### config.mk
export PLATFORM = sky130hd
export DESIGN_NAME = hazard_ctrl
export DESIGN_NICKNAME = d
export VERILOG_FILES = /design/src/rtl/hazard_ctrl.sv
export SDC_FILE = /design/constraint.sdc
export NUM_CORES = 1
export LEC_CHECK = 0
export CORE_ASPECT_RATIO = 2
export CORE_MARGIN = 2
export CORE_UTILIZATION = 33
export CTS_BUF_LIST = sky130_fd_sc_hd__clkbuf_4
export DETAILED_ROUTE_END_ITERATION = 10
export GPL_ROUTABILITY_DRIVEN = 0
export GPL_TIMING_DRIVEN = 1
export PLACE_DENSITY = 0.92
export SLEW_MARGIN = 5
export SYNTH_ARGS = -nofsm -noshare
export SYNTH_HDL_FRONTEND = slang
export SYNTH_SLANG_ARGS = --single-unit
### constraint.sdc
create_clock -name clk -period 2.55 [get_ports clk]
set_clock_uncertainty 0.1 [all_clocks]
set_input_delay 0.255 -clock clk [delete_from_list [all_inputs] [get_ports clk]]
set_output_delay 0.255 -clock clk [all_outputs]
set_load 0.01 [all_outputs]
### src/rtl/hazard_ctrl.sv
// Pipeline hazard controller for the 5-stage RV32I core: load-use stall FSM,
// EX-stage operand forwarding selects, branch flush and a saturating stall counter.
module hazard_ctrl #(
  parameter int LOAD_STALL_CYCLES = 1,
  parameter int REG_ADDR_W        = 5,
  parameter int CNT_W             = 16
) (
  input  logic             clk,
  input  logic             rst,
  input  logic [31:0]      id_ir,
  input  logic [31:0]      ex_ir,
  input  logic [31:0]      mem_ir,
  input  logic [31:0]      wb_ir,
  input  logic             branch_taken,
  output logic             stall_if,
  output logic             bubble_ex,
  output logic             flush,
  output logic [1:0]       fwd_a,
  output logic [1:0]       fwd_b,
  output logic [CNT_W-1:0] stall_events
);

  localparam logic [6:0] OP_LOAD   = 7'b0000011;
  localparam logic [6:0] OP_STORE  = 7'b0100011;
  localparam logic [6:0] OP_BRANCH = 7'b1100011;
  localparam logic [6:0] OP_LUI    = 7'b0110111;
  localparam logic [6:0] OP_AUIPC  = 7'b0010111;
  localparam logic [6:0] OP_JAL    = 7'b1101111;
  localparam logic [6:0] OP_OP     = 7'b0110011;

  typedef logic [REG_ADDR_W-1:0] reg_t;
  typedef enum logic {IDLE, STALL} state_t;

  function automatic reg_t rd_of(input logic [31:0] ir);
    return ir[7 +: REG_ADDR_W];
  endfunction

  function automatic reg_t rs1_of(input logic [31:0] ir);
    return ir[15 +: REG_ADDR_W];
  endfunction

  function automatic reg_t rs2_of(input logic [31:0] ir);
    return ir[20 +: REG_ADDR_W];
  endfunction

  function automatic logic is_load(input logic [31:0] ir);
    return ir[6:0] == OP_LOAD;
  endfunction

  function automatic logic writes_rd(input logic [31:0] ir);
    return (ir != 32'h0) && (ir[6:0] != OP_STORE) && (ir[6:0] != OP_BRANCH)
           && (rd_of(ir) != '0);
  endfunction

  function automatic logic uses_rs1(input logic [31:0] ir);
    return (ir != 32'h0) && (ir[6:0] != OP_LUI) && (ir[6:0] != OP_AUIPC)
           && (ir[6:0] != OP_JAL);
  endfunction

  function automatic logic uses_rs2(input logic [31:0] ir);
    return (ir != 32'h0)
           && ((ir[6:0] == OP_OP) || (ir[6:0] == OP_STORE) || (ir[6:0] == OP_BRANCH));
  endfunction

  // EX/MEM wins over MEM/WB; a load in EX/MEM has no result yet to forward.
  function automatic logic [1:0] fwd_sel(input logic used, input reg_t src,
                                         input logic [31:0] m_ir, input logic [31:0] w_ir);
    logic [1:0] sel;
    sel = 2'b00;
    if (used && (src != '0)) begin
      if (writes_rd(m_ir) && (rd_of(m_ir) == src) && !is_load(m_ir))
        sel = 2'b10;
      else if (writes_rd(w_ir) && (rd_of(w_ir) == src))
        sel = 2'b01;
    end
    return sel;
  endfunction

  state_t           state_q, state_d;
  logic [2:0]       cnt_q, cnt_d;
  logic [CNT_W-1:0] events_q, events_d;
  logic             hazard;

  always_comb begin
    hazard = is_load(ex_ir) && writes_rd(ex_ir)
             && ((uses_rs1(id_ir) && (rs1_of(id_ir) == rd_of(ex_ir)))
              || (uses_rs2(id_ir) && (rs2_of(id_ir) == rd_of(ex_ir))));
  end

  always_comb begin
    state_d  = state_q;
    cnt_d    = cnt_q;
    events_d = events_q;
    if (branch_taken) begin
      state_d = IDLE;
      cnt_d   = 3'd0;
    end else if (state_q == STALL) begin
      if (cnt_q == 3'd0) state_d = IDLE;
      else               cnt_d   = cnt_q - 3'd1;
    end else if (hazard) begin
      if (events_q != '1) events_d = events_q + CNT_W'(1);
      if (LOAD_STALL_CYCLES > 1) begin
        state_d = STALL;
        cnt_d   = 3'(LOAD_STALL_CYCLES - 2);
      end
    end
  end

  always_ff @(posedge clk) begin
    if (rst) begin
      state_q  <= IDLE;
      cnt_q    <= 3'd0;
      events_q <= '0;
    end else begin
      state_q  <= state_d;
      cnt_q    <= cnt_d;
      events_q <= events_d;
    end
  end

  always_comb begin
    stall_if  = !rst && !branch_taken && ((state_q == STALL) || hazard);
    bubble_ex = stall_if;
    flush     = !rst && branch_taken;
    fwd_a     = rst ? 2'b00 : fwd_sel(uses_rs1(ex_ir), rs1_of(ex_ir), mem_ir, wb_ir);
    fwd_b     = rst ? 2'b00 : fwd_sel(uses_rs2(ex_ir), rs2_of(ex_ir), mem_ir, wb_ir);
  end

  assign stall_events = events_q;

endmodule

==> results.json <==
{
  "status": "finished clean",
  "hold_class": "reg -> reg",
  "ys_types": 44,
  "die_area_sq_mm": 0.006111,
  "cts_max_level": 1,
  "synth_nets": 367,
  "cts_tree": "yes",
  "yosys.area.top_type": "dfxtp_1",
  "via_per_inst": 5.470,
  "cts.sinks": 20,
  "ys_ff_latch": 20,
  "finalMaxSlewViolations": 0,
  "setup_ws_ns": 0.1079,
  "crit_fanout": 3,
  "fin_area_sq_mm": 0.003149,
  "synth.avg_cell_area_sq_um": 7.743,
  "pin_count": 154,
  "die_w_microns": 56.29,
  "start_kind": "input port",
  "crit_arrival_ns": 2.09,
  "clock_latency_ns": 0.32,
  "power_density_mw_per_mm2": 236.9,
  "worst_pin_slew_ns": 0.8180,
  "cts_buffer_depth": 2,
  "crit_buf_inv": 2,
  "ys_top_cells_by_count": "dfxtp_1 (20), nor2_1 (20), xnor2_1 (20)",
  "r2r_slack_ns": 0.24,
  "dp_hpwl_mm": 5.246,
  "wl_per_cell_microns": 15.18,
  "hold_path.startpoint": "stall_events[11]$_SDFFE_PP0P_",
  "ctsHoldBuffers": 0,
  "std_cell_rows": 38,
  "clk_pin_slew_ns": 0.11,
  "yosysWarnings": 0,
  "cts_root_buffer": "clkbuf_4",
  "required_ns": 2.19,
  "grt_start_max_net_pins": 34,
  "portBuffers": 102,
  "rsz0062_at_grt": "no",
  "setup_viol": 0,
  "vias": 2303,
  "synth.top_cell.area_share_pct": 22.19,
  "drcViolationCount": 0,
  "synthCells": 233,
  "reg2regPathDepth": 6,
  "fin_nets": 497,
  "final.min_clock_period_ns": 2.442,
  "track_usage_pct": 20.80,
  "fin_crit_sh_pct": 95.77,
  "rr_startpoint": "stall_events[6]$_SDFFE_PP0P_",
  "synth_edf_count": 0,
  "initial_core_util_pct": 33.58,
  "cpLargestDelayFamily": "buffers and inverters",
  "busiest_layer": "met2",
  "grt_pass1_vias": 2234,
  "synthTopCellsByArea": "dfxtp_1 (22%), xnor2_1 (9.7%), nor4_1 (6.6%)",
  "antennaDiodeCount": 0,
  "grt_first_pass_wirelength_mm": 10.21,
  "worstReg2RegEnd": "stall_events[0]$_SDFFE_PP0P_",
  "syn-cell-area_sq_mm": 0.001804,
  "crit_chain": "clkdlybuf4s50_1 -> or4_1 -> nor2_1 -> a21oi_1 -> nand4_1 -> nor2_1 -> clkdlybuf4s50_1",
  "fill_cells": 489,
  "cp-end-kind": "output pin",
  "use_met3_pct": 4.545,
  "drv_cap": 0,
  "slew_headroom_pct": 45.27,
  "critPathLaunch": "mem_ir[8]",
  "use_met1_pct": 21.09,
  "coreArea_sq_mm": 0.005373,
  "area_delta_synth_final_pct": 74.55,
  "cts_inserted_buffers": 3,
  "dp_slack_ns": -0.1399,
  "whs_path_depth": 2,
  "critical_path.slowest_cell": "or4_1",
  "ys_seq_area_share_pct": 22.19,
  "synth-main-ff-cell": "dfxtp_1",
  "max_stage_delay_ns": 0.55,
  "max_freq_mhz": 409.5,
  "grt_remaining_overflow": 0,
  "async_flop_share_pct": 0,
  "total_leakage_power_nw": 1.151,
  "use_met2_pct": 41.09,
  "ant_nets": 0,
  "die_y_microns": 108.6,
  "place_area_sq_mm": 0.003110,
  "drive_gt1_share_pct": 14.96,
  "hold_viol_final": 0,
  "min_to": "stall_events[11]$_SDFFE_PP0P_",
  "wl_mm": 6.391,
  "ir_worst_vdd_v": 0.0003113,
  "drt_first_iter_violations": 139,
  "crit_type": "in -> out",
  "dr.pass1.iters": 4,
  "antenna_found_initial": 0
}
[how the worst max path moves through the flow]
stage,cells past startpoint,to,slack (ns)
after CTS,7,fwd_b[1],0.11
final,7,fwd_b[1],0.11
after detailed placement,8,stall_if,-0.14
after floorplan,7,stall_if,0.45
after global placement,8,stall_if,-0.10
after global routing,8,fwd_a[0],0.02
[cells by family (layout without fill, tap and decap cells)]
kind of cell,count (synthesis),count (layout),share of synthesized area [%]
xor gates and xnor gates,31,31,15.05
adders and majority gates,3,3,2.081
AOI/OAI and AO/OA,25,25,9.294
DFF,20,20,22.19
and+or+nand+nor,129,129,41.82
buffers and inverters,15,143,3.398
muxes,10,10,6.172
[layout make-up]
cell class | count | area [sq um] | share of cell area [%]
Multi-Input combinational cell | 198 | 1358 | 43.11
Tap cell | 60 | 75.07 | 2.384
Timing Repair Buffer | 135 | 1275 | 40.48
Clock buffer | 3 | 22.52 | 0.7151
Inverter | 5 | 18.77 | 0.5959
Sequential cell | 20 | 400.4 | 12.71
[cells in the final DEF, fill, tap and decap left out, types with 7 or more instances in the layout]
master,netlist,routed
clkdlybuf4s50_1,0,97
buf_4,1,32
xnor2_1,20,20
dfxtp_1,20,20
nor2_1,20,19
nor4_1,19,19
nand2_1,13,13
nor3_1,13,13
nand4_1,13,13
nor2b_1,12,12
xor2_1,11,11
or4_1,9,9
mux2_2,9,9
a21oi_1,8,8
nand3_1,7,7
[per-layer routing]
metal,vias up,share of wire [%]
met5,-,0
met4,0,1.7
met3,11,7.8
met2,95,55
met1,1063,36
li1,1134,-
[where the power goes]
part	switching (mW)	internal, mW	total (mW)
Combinational	0.0963	0.177	0.274
Sequential	0.00000213	0.312	0.312
Clock	0.105	0.0555	0.160
Total	0.201	0.545	0.746
[tightest hold or removal path, stage by stage, from the launching register on]
cell	delay [ns]
dfxtp_1	0.37
o21ai_0	0.09
a21oi_1	0.06
[timing repair]
action | CTS | global route
resized for setup | 8 | 1
pin swaps | 1 | 0
endpoints found under the setup margin | 5 | 1
setup buffers | 1 | 0
[sequential cells by signal, indices dropped and copies added (netlist names)]
signal        count
cnt_q             3
stall_events     16
state_q           1
[through the flow]
| stage | hold WS [ns] | total power [mW] | setup TNS (ns) | utilization [%] | cells |
|---|---|---|---|---|---|
| after floorplan | 0.3264 | 0.3943 | 0 | - | 233 |
| after global placement | 0.3931 | 0.5821 | -0.4057 | 57.89 | 417 |
| after detailed placement | 0.4349 | 0.5894 | -0.8052 | 57.89 | 417 |
| after CTS | 0.4546 | 0.7482 | 0 | 58.50 | 421 |
| after global routing | 0.4803 | 0.7787 | 0 | 58.62 | 421 |
| final | 0.4554 | 0.7460 | 0 | 58.62 | 421 |
(Power assumes the default switching activity.)
